File: config.mk
export PLATFORM = sky130hd
export DESIGN_NAME = rib_rr_arbiter
export DESIGN_NICKNAME = d
export VERILOG_FILES = /design/src/rtl/rib_rr_arbiter.sv
export SDC_FILE = /design/constraint.sdc
export NUM_CORES = 1
export LEC_CHECK = 0
export ABC_AREA = 1
export CAP_MARGIN = 10
export CORE_MARGIN = 3
export CORE_UTILIZATION = 45
export DETAILED_ROUTE_END_ITERATION = 6
export HOLD_SLACK_MARGIN = 0.15
export PLACE_DENSITY_LB_ADDON = 0.2
export SLEW_MARGIN = 15
export SYNTH_ARGS = -nofsm -noshare
export SYNTH_HDL_FRONTEND = slang
export SYNTH_SLANG_ARGS = --single-unit
File: constraint.sdc
create_clock -name clk -period 3.1 [get_ports clk]
set_clock_uncertainty 0.2 [all_clocks]
set_input_delay 0.62 -clock clk [delete_from_list [all_inputs] [get_ports clk]]
set_output_delay 0.62 -clock clk [all_outputs]
set_load 0.05 [all_outputs]
File: src/rtl/rib_rr_arbiter.sv
// Round-robin arbiter for the RIB interconnect: registered one-hot grant,
// bounded hold under contention, per-owner lock, and a core pipeline hold flag.
module rib_rr_arbiter #(
    parameter int               NUM_M     = 4,
    parameter int               MAX_HOLD  = 8,
    parameter logic [NUM_M-1:0] CORE_MASK = 4'b0011,
    localparam int              IDX_W     = (NUM_M > 1) ? $clog2(NUM_M) : 1,
    localparam int              CNT_W     = $clog2(MAX_HOLD + 1)
) (
    input  logic             clk,
    input  logic             rst,
    input  logic [NUM_M-1:0] req_i,
    input  logic [NUM_M-1:0] lock_i,
    output logic [NUM_M-1:0] gnt_o,
    output logic             gnt_valid_o,
    output logic [IDX_W-1:0] gnt_idx_o,
    output logic             hold_flag_o
);

    typedef enum logic {
        ST_IDLE  = 1'b0,
        ST_GRANT = 1'b1
    } state_t;

    state_t           r_state,  w_state_nxt;
    logic [NUM_M-1:0] r_gnt,    w_gnt_nxt;
    logic [IDX_W-1:0] r_idx,    w_idx_nxt;
    logic [IDX_W-1:0] r_ptr,    w_ptr_nxt;
    logic [CNT_W-1:0] r_cnt,    w_cnt_nxt;

    logic [NUM_M-1:0] w_others;
    logic             w_others_any;
    logic             w_cnt_sat;
    logic [IDX_W-1:0] w_owner_inc;
    logic [IDX_W-1:0] w_pick_idle;
    logic [IDX_W-1:0] w_pick_grant;

    // First requester found searching start, start+1, ... modulo NUM_M.
    function automatic logic [IDX_W-1:0] rr_pick(input logic [NUM_M-1:0] reqs,
                                                 input logic [IDX_W-1:0] start);
        logic [IDX_W-1:0] sel;
        logic             found;
        int               j;
        sel   = start;
        found = 1'b0;
        for (int i = 0; i < NUM_M; i++) begin
            j = (int'(start) + i) % NUM_M;
            if (!found && reqs[j]) begin
                sel   = IDX_W'(j);
                found = 1'b1;
            end
        end
        return sel;
    endfunction

    assign w_others     = req_i & ~(NUM_M'(1) << r_idx);
    assign w_others_any = |w_others;
    assign w_cnt_sat    = (r_cnt == CNT_W'(MAX_HOLD - 1));
    assign w_owner_inc  = IDX_W'((int'(r_idx) + 1) % NUM_M);
    assign w_pick_idle  = rr_pick(req_i, r_ptr);
    // Pointer moves past the outgoing owner before the pick, so it ranks last.
    assign w_pick_grant = rr_pick(w_others, w_owner_inc);

    // NOTE: every next-state variable gets a default first so no latch is inferred.
    always_comb begin
        w_state_nxt = r_state;
        w_gnt_nxt   = r_gnt;
        w_idx_nxt   = r_idx;
        w_ptr_nxt   = r_ptr;
        w_cnt_nxt   = r_cnt;
        case (r_state)
            ST_IDLE: begin
                if (|req_i) begin
                    w_state_nxt = ST_GRANT;
                    w_idx_nxt   = w_pick_idle;
                    w_gnt_nxt   = NUM_M'(1) << w_pick_idle;
                    w_cnt_nxt   = '0;
                end
            end
            ST_GRANT: begin
                if (!req_i[r_idx] || (w_cnt_sat && !lock_i[r_idx] && w_others_any)) begin
                    w_ptr_nxt = w_owner_inc;
                    w_cnt_nxt = '0;
                    if (w_others_any) begin
                        w_idx_nxt = w_pick_grant;
                        w_gnt_nxt = NUM_M'(1) << w_pick_grant;
                    end else begin
                        w_state_nxt = ST_IDLE;
                        w_gnt_nxt   = '0;
                    end
                end else if (!w_cnt_sat) begin
                    w_cnt_nxt = r_cnt + CNT_W'(1);
                end
            end
            default: w_state_nxt = ST_IDLE;
        endcase
    end

    // NOTE: sequential state uses non-blocking assignments so all registers update together.
    always_ff @(posedge clk) begin
        if (rst) begin
            r_state <= ST_IDLE;
            r_gnt   <= '0;
            r_idx   <= '0;
            r_ptr   <= '0;
            r_cnt   <= '0;
        end else begin
            r_state <= w_state_nxt;
            r_gnt   <= w_gnt_nxt;
            r_idx   <= w_idx_nxt;
            r_ptr   <= w_ptr_nxt;
            r_cnt   <= w_cnt_nxt;
        end
    end

    assign gnt_o       = r_gnt;
    assign gnt_valid_o = |r_gnt;
    assign gnt_idx_o   = r_idx;
    assign hold_flag_o = |(req_i & CORE_MASK & ~r_gnt);

endmodule

== Word level (Yosys, flattened, before mapping) ==
Index checks and enable logic that the tools add are counted.

* Register bits: 13
* Input bits: 10
* Output and inout bits: 8
* Word-level logic and storage cells: 126

* $add $sub $neg: 8
* Order comparisons: 9
* Equal/unequal tests: 5
* Shift-type cells: 3
* Mux-type cells: 54
* Bitwise operators: 11
* Reductions and logical operators: 31

{| class="wikitable"
|+ Operators by type and width
! operator !! number
|-
| 2-to-1 mux 1 bit || 25
|-
| < comparator 3 x 4 -> 1 bit (second input constant) || 6
|-
| 2-to-1 mux 4 bit || 6
|-
| binary-select mux 1 bit (select 2 bit) || 10
|-
| 2-to-1 mux 2 bit || 9
|-
| one-hot mux 4 bit (2 select lines) || 2
|-
| OR reduction 4 bit || 4
|-
| OR reduction 2 bit || 6
|-
| << shifter 1 x 2 -> 4 bit (first input constant) || 3
|-
| < comparator 2 x 3 -> 1 bit (second input constant) || 3
|-
| adder 2 bit (second input constant) || 4
|-
| logical AND 1 bit || 8
|-
| zero test 1 bit || 8
|-
| inverter 4 bit || 2
|-
| adder 2 x 1 -> 2 bit (second input constant) || 3
|-
| AND 1 bit (first input constant) || 6
|-
| AND reduction 2 bit || 3
|-
| adder 4 x 1 -> 4 bit (second input constant) || 1
|-
| AND 2 x 4 -> 4 bit || 1
|-
| AND 4 bit || 1
|-
| == test 4 x 3 -> 1 bit (second input constant) || 1
|-
| != test 2 x 1 -> 1 bit (second input constant) || 2
|-
| one-hot mux 2 bit (2 select lines) || 1
|-
| != test 3 x 2 -> 1 bit (second input constant) || 1
|-
| 5 further kinds || 5
|}

== Depth between registers and ports, before layout ==
Gate-level depths: netlist of the first run.

* Depth after elaboration: 19
* Mapped depth: 19

== Worst setup path after synthesis of the first run ==
Ideal clock, no wire load.

* Path type: reg-to-reg
* Start: register r_idx[0] (netlist: gnt_idx_o[0])
* End: register r_gnt[2] (netlist: gnt_o[2])
* Setup time: 0.109 ns
* Data arrival time: 2.420 ns
* Path slack: 0.371 ns
* Cell stages (with the launch flop): 18
* Buffers on the path: 2
* Clock period less this slack: 2.729 ns
* Path through: dfxtp_1 > inv_2 > buf_6 > ha_1 > buf_2 > inv_1 > nand2_1 > nand2_1 > nand3_1 > nand2_1 > and2_4 > nand3_1 > nand3_1 > nand2_1 > nand2_1 > nand3_1 > nand2_1 > inv_1

{| class="wikitable"
|+ RTL lines
! item !! RTL line !! RTL
|-
| from (decl) || 27 || <nowiki>logic [IDX_W-1:0] r_idx, w_idx_nxt;</nowiki>
|-
| from (signal assigned) || 110 || <nowiki>r_idx <= w_idx_nxt;</nowiki>
|-
| adder 2 x 1 -> 2 bit * || 59 || <nowiki>assign w_owner_inc = IDX_W'((int'(r_idx) + 1) % NUM_M);</nowiki>
|-
| named net w_owner_inc[0] || 34 || <nowiki>logic [IDX_W-1:0] w_owner_inc;</nowiki>
|-
| adder 2 x 1 -> 2 bit / binary-select mux 1 bit (select 2 bit) (equally long branches) || 47, 48 ||
|-
| binary-select mux 1 bit (select 2 bit) / 2-to-1 mux 1 bit (equally long branches) || 48 || <nowiki>if (!found && reqs[j]) begin</nowiki>
|-
| 2-to-1 mux 1 bit (implied by the code) || 48 ||
|-
| 2-to-1 mux 1 bit (implied by the code) / zero test 1 bit (equally long branches) || 48 ||
|-
| logical AND 1 bit || 48 ||
|-
| 2-to-1 mux 1 bit || 48 ||
|-
| (+2 left out) || -- ||
|-
| 2-to-1 mux 1 bit || 48 ||
|-
| zero test 1 bit || 48 ||
|-
| logical AND 1 bit || 48 ||
|-
| 2-to-1 mux 2 bit * || 48 ||
|-
| << shifter 1 x 2 -> 4 bit * || 86 || <nowiki>w_gnt_nxt = NUM_M'(1) << w_pick_grant;</nowiki>
|-
| 2-to-1 mux 4 bit * || 84 || <nowiki>if (w_others_any) begin</nowiki>
|-
| 2-to-1 mux 4 bit * || 81 || <nowiki>if (!req_i[r_idx] || (w_cnt_sat && !lock_i[r_idx] && w_others_any)) begin</nowiki>
|-
| one-hot mux 4 bit (2 select lines) * || 71 || <nowiki>case (r_state)</nowiki>
|-
| to (signal assigned) || 109 || <nowiki>r_gnt <= w_gnt_nxt;</nowiki>
|-
| to (decl) || 26 || <nowiki>logic [NUM_M-1:0] r_gnt, w_gnt_nxt;</nowiki>
|}

The timed path passes the listed nets; every way through them passes the cells marked *. The select of a mux whose other input is x is not followed.
A chain may end at the register's enable or synchronous reset.

== Final worst setup path of the first run ==
* Start: register r_gnt[3] (netlist: gnt_o[3])
* End: output gnt_valid_o

* Word-level cells in the longest chain between the ends: 1

{| class="wikitable"
|+ RTL lines
! item !! RTL line !! RTL
|-
| OR reduction 4 bit || 117 || <nowiki>assign gnt_valid_o = |r_gnt;</nowiki>
|-
| to (decl) || 15 || <nowiki>output logic gnt_valid_o,</nowiki>
|}

No other way between the ends.

==> reports/metrics.csv, run 1 <==
metric,value,unit
status,"complete, no violations",
worst-margin pin slew,0.587,ns
post-route ant nets,0,
Syn Inst Count,254,
Post-CTS Hold Buffers,0,
Synth warnings,0,
Worst Hold Class,register to register,
post-synth top area share,0.255,
Logic pwr share,0.786,
Seq cells post-synth,13,
LEAKAGE,0.000846,uW
residual DRC count,0,
WP data arrival,1.85,ns
min cycle time layout,2.67,ns
maximum number of pins on one net before global-route repair,17,
clock group share of total power,0.060,
"most common cell after layout, fill and taps aside",nand2_1,
critical path endpoint category,primary output,
Max-slew headroom,0.604,
"Clk Latency, worst-skew pair",0.29,ns
post-cts repair resize count,0,
full die area,3990,sq um
post-DP HPWL,2.84,mm
switching power total,1120,uW
WL final,3.58,mm
chip height,63.2,microns
CP startpoint kind,register,
RSZ-0062 raised after global routing,no,
final non-filler cell total,314,
required time worst endpoint,2.28,ns
vias,1572,
# clock sinks,13,
fin. max-slew vios,0,
count of final hold-check violations,0,
ratio of cells with drive above 1 in the final layout,0.144,
clock root buffer,clkbuf_4,
vias in the first global route,1441,
DIE WIDTH,63.2,microns
clk buf depth,2,
via-per-instance ratio,5.01,
filler instances,319,
Area Overhead vs Synth,15.0,%
multi-input logic area,1050,sq um
Max IR drop VDD,0.560,mV
initial antenna violation count,0,
pwr dens,1110,nW/um^2
# Post-CTS Setup Buffers,0,
Max Clock Freq,374,MHz
DR pass1 iterations,4,
Synth cell types,28,
sequential-to-total area share from yosys stat,0.177,
post-synth top area cell,nand2_1,
Crit Path Class,register to primary output,
num ports,18,
"top cells by area, synth","nand2_1, dfxtp_1, nand3_1, inv_1, ha_1",
gpl congestion,0.807,
CP Max Fanout,3,
Global Route Usage Sum,0.195,
CTS tree,done,
total placed cells including tap cells,310,
fin crit share,0.862,
fin nets,286,
diodes inserted,0,
Port Buffers,17,
syn_area_per_cell,5.80,sq um
"Cell Area, Synth",1470,sq um
CTS HTree Levels,1,
total gr overflow,0,
row cnt,20,
"commonest cells after routing, fill and taps aside","nand2_1, nand3_1, inv_1",
final setup fails,0,
clock slew at reported path FFs,0.08,ns
Syn Nets,269,
Detailed Route Iter0 Violations,89,
number of max-cap violations,0,
register area,260,sq um
switch share,0.595,
drt wl/cell,11.4,microns
Initial Util,0.478,
setup TNS,0,ns
core area,3080,sq um
global-route wire length before repair,6.49,mm
total CTS buffers,3,
sequential power share,0.154,
P_int,761,uW
[final timing paths]
check                                  start           to  slack, ns  depth (start not counted)
worst max-delay path                gnt_o[3]  gnt_valid_o       0.43                          2
worst min-delay path                r_cnt[3]     r_cnt[3]       0.27                          2
worst max register to register  gnt_idx_o[1]     gnt_o[1]       0.74                         15
worst min register to register      r_cnt[3]     r_cnt[3]       0.27                          2
[per-layer routing]
layer | global-route usage | wire, microns | share of wire
met5 | 0 | 0 | 0
met2 | 0.299 | 1630 | 0.45
met3 | 0.0392 | 106 | 0.030
met1 | 0.285 | 1810 | 0.50
met4 | 0.0296 | 40 | 0.011
[power groups by stage]
| stage | Combinational [uW] | Clock [uW] | Sequential (uW) |
|---|---|---|---|
| 5_1_grt | 1660 | 123 | 301 |
| 6_report | 1480 | 112 | 289 |
| 3_3_place_gp | 1470 | 0 | 294 |
| 4_1_cts | 1470 | 112 | 289 |
| 2_1_floorplan | 1060 | 0 | 391 |
| 3_5_place_dp | 1470 | 0 | 293 |
[Yosys cell counts (all sizes together)]
cell	n
nand2	106
nand3	44
inv	25
nor2	18
o21ai	15
dfxtp	13
a21oi	11
buf	8
ha	5
nand4	2
a31oi	1
and2	1
clkinv	1
nor3b	1
o22ai	1
or4	1
xor2	1
[critical path, stage by stage, from the launching register on]
cell             delay (ns)
dfxtp_1                0.34
or4_1                  0.52
clkdlybuf4s50_1        0.71
[cells by family after synthesis]
group                    after synthesis  share of synthesized area
flip-flops                            13                      0.177
AO/OA/AOI/OAI                         28                      0.112
buffers and inverters                 34                      0.110
adder cells (fa/ha/maj)                5                     0.0425
AND/OR/NAND/NOR                      173                      0.553
XOR/XNOR                               1                    0.00595
[cell type report]
cell class	count	share of cell area
sequential	13	0.154
clock inverter	1	0.00295
timing repair buffer	20	0.120
inverter	26	0.0576
tap	44	0.0325
clock buffer	3	0.0133
multi-input combinational	207	0.620
[registers in the layout, summed over array words and instances, names as in the netlist]
name,cells
r_state,1
r_cnt,4
gnt_o,4
gnt_idx_o,2
r_ptr,2
[metrics by stage]
stage	util	hold slack (ns)	cell area [sq um]	worst slack, ns	power (uW)
floorplan	-	0.244	1470	0.371	1450
global placement	0.541	0.258	1670	0.215	1760
detailed placement	0.541	0.261	1670	0.237	1760
CTS	0.550	0.275	1690	0.424	1880
global route	0.550	0.294	1690	0.370	2080
finish	0.550	0.274	1690	0.426	1880
No activity file was read; power rests on OpenSTA's default activity.
==> run 2: changes to the inputs <==
--- a/config.mk
+++ b/config.mk
@@ -8,7 +8,7 @@
 export ABC_AREA = 1
 export CAP_MARGIN = 10
 export CORE_MARGIN = 3
-export CORE_UTILIZATION = 45
+export CORE_UTILIZATION = 56
 export DETAILED_ROUTE_END_ITERATION = 6
 export HOLD_SLACK_MARGIN = 0.15
 export PLACE_DENSITY_LB_ADDON = 0.2
==> run 2 against run 1 <==
Worst setup slack worse by 0.013 ns. Routed wire length up 3.3%. Count of clock-buffer cells in the layout up 1. Critical path depth unchanged. Register-to-register slack worse by 0.08 ns. Final area down 1.3%. Sequential share of layout area up 0.20 points. Sequential power about the same. Clock power about the same. Final cell count down 5.1%. Die area down 18%. Flip-flop and latch count unchanged.
==> reports/metrics.csv, run 2 (synthesis gave the netlist of run 1 again) <==
metric,value,unit
Max Clock Freq,372,MHz
"most common cell after layout, fill and taps aside",nand2_1,
fin. max-slew vios,0,
residual DRC count,0,
post-DP HPWL,2.88,mm
number of max-cap violations,0,
Detailed Route Iter0 Violations,97,
status,"complete, no violations",
CP startpoint kind,register,
Fin Hold WS,0.276,ns
clock slew at reported path FFs,0.08,ns
worst-margin pin slew,0.558,ns
Global Route Usage Sum,0.244,
gpl congestion,0.854,
vias,1660,
core area,2360,sq um
CTS HTree Levels,1,
via-per-instance ratio,5.57,
setup TNS,0,ns
total CTS buffers,3,
switching power total,1130,uW
fin worst setup slack,0.413,ns
DIE WIDTH,57.3,microns
CP Max Fanout,3,
"Clk Latency, worst-skew pair",0.29,ns
clock root buffer,clkbuf_4,
diodes inserted,0,
num ports,18,
# clock sinks,13,
min cycle time layout,2.69,ns
drt wl/cell,12.4,microns
RSZ-0062 raised after global routing,no,
pwr dens,1130,nW/um^2
row cnt,17,
clock group share of total power,0.058,
switch share,0.596,
Crit Path Class,register to primary output,
global-route wire length before repair,6.53,mm
# Post-CTS Setup Buffers,0,
fin nets,286,
full die area,3280,sq um
post-route ant nets,0,
Max-slew headroom,0.624,
ratio of cells with drive above 1 in the final layout,0.141,
total gr overflow,0,
total chip power,1890,uW
clk buf depth,2,
Port Buffers,17,
post-cts repair resize count,0,
sequential power share,0.152,
count of final hold-check violations,0,
Worst Hold Class,register to register,
"commonest cells after routing, fill and taps aside","nand2_1, nand3_1, inv_1",
maximum number of pins on one net before global-route repair,17,
P_int,764,uW
initial antenna violation count,0,
Initial Util,0.624,
Post-CTS Hold Buffers,0,
WL final,3.70,mm
final setup fails,0,
"worst slack, placed",0.244,ns
critical path endpoint category,primary output,
LEAKAGE,0.000843,uW
final core occ,0.709,
chip height,57.3,microns
vias in the first global route,1475,
CTS tree,done,
required time worst endpoint,2.28,ns
WP data arrival,1.87,ns
Logic pwr share,0.790,
fin crit share,0.867,
DR pass1 iterations,5,
Area Overhead vs Synth,13.6,%
Max IR drop VDD,0.967,mV
run 2: final cells by class:
type                       instances  area (sq um)
sequential                        13           260
tap                               28          35.0
timing repair buffer              20           203
fill                             228           688
multi-input combinational        207          1050
clock buffer                       4          26.3
inverter                          26          97.6
run 2: power groups by stage:
stage	Combinational, uW	Clock [uW]	Sequential, uW
floorplan	1060	0	391
global placement	1450	0	290
detailed placement	1480	0	287
CTS	1480	112	287
global route	1670	118	295
finish	1500	110	287
run 2: final timing paths:
path / startpoint / end / slack [ns] / cells after the start
max: gnt_o[3] / gnt_valid_o / 0.41 / 2
min: r_cnt[3] / r_cnt[3] / 0.28 / 2
max reg2reg: gnt_idx_o[1] / gnt_o[1] / 0.66 / 14
min reg2reg: r_cnt[3] / r_cnt[3] / 0.28 / 2
run 2: stage by stage:
stage               std cells  instance area [sq um]
floorplan                 254                   1470
global placement          294                   1650
detailed placement        294                   1650
CTS                       298                   1670
global route              298                   1670
finish                    298                   1670
run 2: critical path: stages (launching register included):
cell and delay, ns:
dfxtp_1 0.35, or4_1 0.52, clkdlybuf4s50_1 0.71
run 2: per-layer routing:
| layer | part of all wire | track usage |
|---|---|---|
| met1 | 0.47 | 0.349 |
| met5 | 0 | 0 |
| met2 | 0.46 | 0.370 |
| met3 | 0.055 | 0.0452 |
| met4 | 0.0084 | 0.0695 |
